File: src/rtl/butterfly_pair_sequencer.sv
// butterfly_pair_sequencer: buffers one frame of complex samples, then issues the
// DIT butterfly operand pairs of one stage together with their twiddle factors.
module butterfly_pair_sequencer #(
   parameter int n     = 32,
   parameter int d     = 16,
   parameter int size  = 8,
   parameter int stage = 0,
   localparam int aw   = (size > 2) ? $clog2(size / 2) : 1
) (
   input  logic          clk,
   input  logic          reset,
   input  logic          recv_val,
   output logic          recv_rdy,
   input  logic [n-1:0]  recv_r,
   input  logic [n-1:0]  recv_c,
   output logic          send_val,
   input  logic          send_rdy,
   output logic [n-1:0]  ar,
   output logic [n-1:0]  ac,
   output logic [n-1:0]  br,
   output logic [n-1:0]  bc,
   output logic [n-1:0]  wr,
   output logic [n-1:0]  wc,
   output logic [aw-1:0] tw_addr,
   input  logic [n-1:0]  tw_r,
   input  logic [n-1:0]  tw_c,
   output logic          last
);
   localparam int lw     = $clog2(size);
   localparam int span   = 1 << stage;
   localparam int twstep = size / (2 * span);

   if (size < 2 || (size & (size - 1)) != 0 || stage >= lw || d >= n) begin : g_bad_cfg
      $error("butterfly_pair_sequencer: illegal parameter set");
   end

   typedef enum logic {LOAD, ISSUE} state_e;

   state_e            state_q, state_d;
   logic [lw-1:0]     ptr_q, ptr_d;
   logic [aw-1:0]     p_q, p_d;
   logic [2*n-1:0]    buf_q [size];
   logic [lw-1:0]     ia, ib;
   logic [2*n-1:0]    a, b;
   logic              issue;

   always_comb begin
      issue    = state_q == ISSUE;
      recv_rdy = reset && !issue;
      send_val = issue;
      // i inserts a zero bit at position stage into p; j sets that bit
      ia       = lw'(((int'(p_q) >> stage) << (stage + 1)) | (int'(p_q) & (span - 1)));
      ib       = ia + lw'(span);
      a        = buf_q[ia];
      b        = buf_q[ib];
      {ar, ac} = issue ? a : '0;
      {br, bc} = issue ? b : '0;
      tw_addr  = issue ? aw'((int'(p_q) & (span - 1)) * twstep) : '0;
      wr       = issue ? tw_r : '0;
      wc       = issue ? tw_c : '0;
      last     = issue && p_q == aw'(size / 2 - 1);
      ptr_d    = ptr_q;
      p_d      = p_q;
      state_d  = state_q;
      if (!issue && recv_val) begin
         ptr_d   = (ptr_q == lw'(size - 1)) ? '0 : ptr_q + 1'b1;
         state_d = (ptr_q == lw'(size - 1)) ? ISSUE : LOAD;
      end
      if (issue && send_rdy) begin
         p_d     = last ? '0 : p_q + 1'b1;
         state_d = last ? LOAD : ISSUE;
      end
   end

   always_ff @(posedge clk or negedge reset) begin
      if (!reset) begin
         state_q <= LOAD;
         ptr_q   <= '0;
         p_q     <= '0;
      end else begin
         state_q <= state_d;
         ptr_q   <= ptr_d;
         p_q     <= p_d;
      end
   end

   // sample storage is deliberately left out of reset
   always_ff @(posedge clk) begin
      if (!issue && recv_val) buf_q[ptr_q] <= {recv_r, recv_c};
   end
endmodule

File: config.mk
export PLATFORM = sky130hd
export DESIGN_NAME = butterfly_pair_sequencer
export DESIGN_NICKNAME = d
export VERILOG_FILES = /design/src/rtl/butterfly_pair_sequencer.sv
export SDC_FILE = /design/constraint.sdc
export NUM_CORES = 1
export LEC_CHECK = 0
export CAP_MARGIN = 20
export CORE_MARGIN = 2
export CORE_UTILIZATION = 35
export CTS_CLUSTER_SIZE = 12
export DETAILED_ROUTE_END_ITERATION = 8
export PLACE_DENSITY = 0.61
export SYNTH_ARGS = -nofsm -noshare
export SYNTH_HDL_FRONTEND = slang
export SYNTH_SLANG_ARGS = --single-unit
File: constraint.sdc
create_clock -name clk -period 9.1 [get_ports clk]
set_input_delay 1.82 -clock clk [delete_from_list [all_inputs] [get_ports clk]]
set_output_delay 1.82 -clock clk [all_outputs]
set_load 0.02 [all_outputs]
==> results.md <==
- Run status: finished clean
- Total core area: 56,600 um2
- # IOs: between 300 and 400
- Vias in the first global route: 10,800
- Compound-Gate Fraction of Synth Area: 4.04%
- XOR/XNOR share of the synthesized area: 0%
- Ys Warns: 0
- Synthesis-stage register bit count: 518
- Max-slew violations: 0
- Area of the mapped netlist: 20,100 um2
- Hold Path Class: reg -> reg
- Area grow syn2layout: 27.3%
- R2R Path End: buf_q[5][42]
- Worst Setup End Kind: output pin
- H-tree depth: 2
- Library cells used by synthesis: 25
- CP Class: reg -> out
- Root buffer cell: clkbuf_16
- GPL Wtd Cong: around 0.83
- Drt first pass iters: 4
- Grt ovf: 0
- Maxcap violations: 0
- Avg Vias per Cell: 4.85
- Tightest Pin Transition: 1200 ps
- Non-filler cells, final: 2,203
- Remaining routing DRC violations: 0
- Tmin final: 5560 ps
- Slew headroom: 20.0%
- Post-synthesis mux area share: 13.0%
- Highest-count cells in the layout ignoring fill and taps: edfxtp_1 (512), clkdlybuf4s50_1 (326), mux2i_1 (256), o22ai_1 (128), and2_1 (65)
- Cell Chain, Critical Path: nand2b_4 -> buf_4 -> o22ai_1 -> clkdlybuf4s50_1
- Cell row count: 87
- HPWL after DPL: 26,000 um
- Num CTS Buffers: 55
- Pwr Density: 317 nW/um2
- Initial antenna violation count: 1
- Leakage power: 8.73 nW
- Crit path largest cell delay: between 800 and 900 ps
- Largest net degree at the start of global routing: ~130
- RR Startpoint: send_val
- Period utilisation layout: around three fifths
- Top cell type's share of synthesized area: 76.4%
- Largest family of logic cells by synthesized area: multiplexers
- Area of the multi-input gates: 4060 um2
- Final Hold Fails: 0
- I/O Buffers: 326
- Worst r2r path cells: 5
- Area after DPL: 24,000 um2
- Commonest non-fill, non-tap cell in the layout: edfxtp_1
- Critical path required time: 7280 ps
- Fillers: 4,914
- Hold_buf cts: 0
- Final #Nets: between 1,500 and 2,000
- Final setup fails: 0
- CP Max Fanout: 66
- CTS sink cnt: 518
- Final wirelength: 46,900 um
- Longest Clk Path Bufs: 3
- Postcts setup bufs: 0
- Final instance area: 25,600 um2
- Fmax: 0.180 GHz
- Starting Density: 35.5%
- Post-Synthesis Cells: 1,065
- R2R setup slack: roughly 6200 ps
- Share of cells above drive strength 1: 7.12%
- Crit path max-delay cell type: buf_4
- Initial DRC count: approximately 630
- Worst Setup Start Kind: register
- GRT Util Overall: ~15%
- Worst Setup SP: p_q[0]
- Height of the die: roughly 240 um
- Gates resized, CTS repair: 0
- Die width: roughly 240 um
- RSZ-0062 raised after global routing: false
- Total negative slack: 0 ps
- Critical Path Sink: ac[4]
- CTS tree: built
- Mean post-synth cell area: 18.9 um2
- Register area share after synthesis: 77.2%
- Post-Synth Simple-Gate Area: 2.54%
- Max IR drop VDD: 0.000285 V
- Vias: 10,700
- First-pass GRT wire length: 68,800 um
- Register area: 15,500 um2
- Die footprint: 59,400 um2
- Most area-consuming cells after synthesis: edfxtp_1 (76%), mux2i_1 (13%), o22ai_1 (4.0%)
- Worst-Skew Late Latency: 600 ps
- Total Power: ~8.1 mW
- Worst clock skew: 22.0 ps
- WL/cell: 21.3 um
- Placed Instances: 2,103
- CP Data Arrival Time: around 3700 ps
- Post-route ant nets: 0
- Synth area leader: edfxtp_1
- Adder-Cell Fraction of Synth Area: 0.187%
- Clk pin slew, worst setup/hold paths: 60 ps
- Util after Layout: 45.3%
logic make-up after synthesis:
kind of cell | after synthesis
buffers and inverters | 67
DFF | 518
AOI/OAI and AO/OA | 130
other | 1
muxes | 261
adders and majority gates | 3
and+or+nand+nor | 85
synthesized netlist by cell type:
cell type and n:
a21oi_1 1, dfrtp_1 6, buf_6 13, buf_8 3, buf_2 27, nand3b_1 1, nor4_1 2, clkbuf_1 9
buf_12 11, nor2_1 8, a31oi_1 1, ha_1 3, mux2_2 1, nand2_1 3, mux2i_1 256, conb_1 1
mux2_1 4, clkbuf_4 2, nor2b_1 2, buf_4 2, or3b_1 2, o22ai_1 128, and2_1 65, edfxtp_1 512
nand2b_1 2
through the flow:
stage	worst slack (ps)	hold slack [ps]
after floorplan	480	502
after global routing	3330	596
final	3540	590
after CTS	3440	584
after detailed placement	3990	570
after global placement	3940	536
final cells by class:
cell class,instances,share of cell area [%]
sequential,518,60.6
multi-input combinational,481,15.8
timing repair buffer,348,13.5
clock buffer,72,5.62
tap,756,3.69
clock inverter,27,0.723
antenna,1,0.00977
per-layer routing:
layer	wire length, um	vias to the layer above	GRT usage [%]
li1	-	4931	-
met1	20300	5472	19.9
met2	23900	216	26.3
met3	1740	65	2.56
met4	916	0	4.57
met5	0	-	0
sequential cells by signal, indices dropped and copies added (netlist names):
name	count
send_val	1
ptr_q	3
p_q	2
buf_q	512
worst min-delay path by stage:
stage                         from  endpoint  slack (ps)  cells after the start
after floorplan           ptr_q[2]  ptr_q[2]         500                      1
after global placement    ptr_q[2]  ptr_q[2]         540                      1
after detailed placement  ptr_q[2]  ptr_q[2]         570                      1
after CTS                 ptr_q[2]  ptr_q[2]         580                      1
after global routing      ptr_q[2]  ptr_q[2]         600                      1
final                     ptr_q[2]  ptr_q[2]         590                      1
critical path, delay by kind of cell (launching register included):
family	cells	cell delay (ps)
compound gates	1	360
simple gates	1	770
buf+inv	2	1430
flops	1	450
power breakdown:
part | switching [mW] | total [mW] | internal (mW)
Clock | 0.865 | 2.03 | 1.16
Sequential | 0.0934 | 2.97 | 2.88
Combinational | 1.78 | 3.12 | 1.33
(Power assumes the default switching activity.)
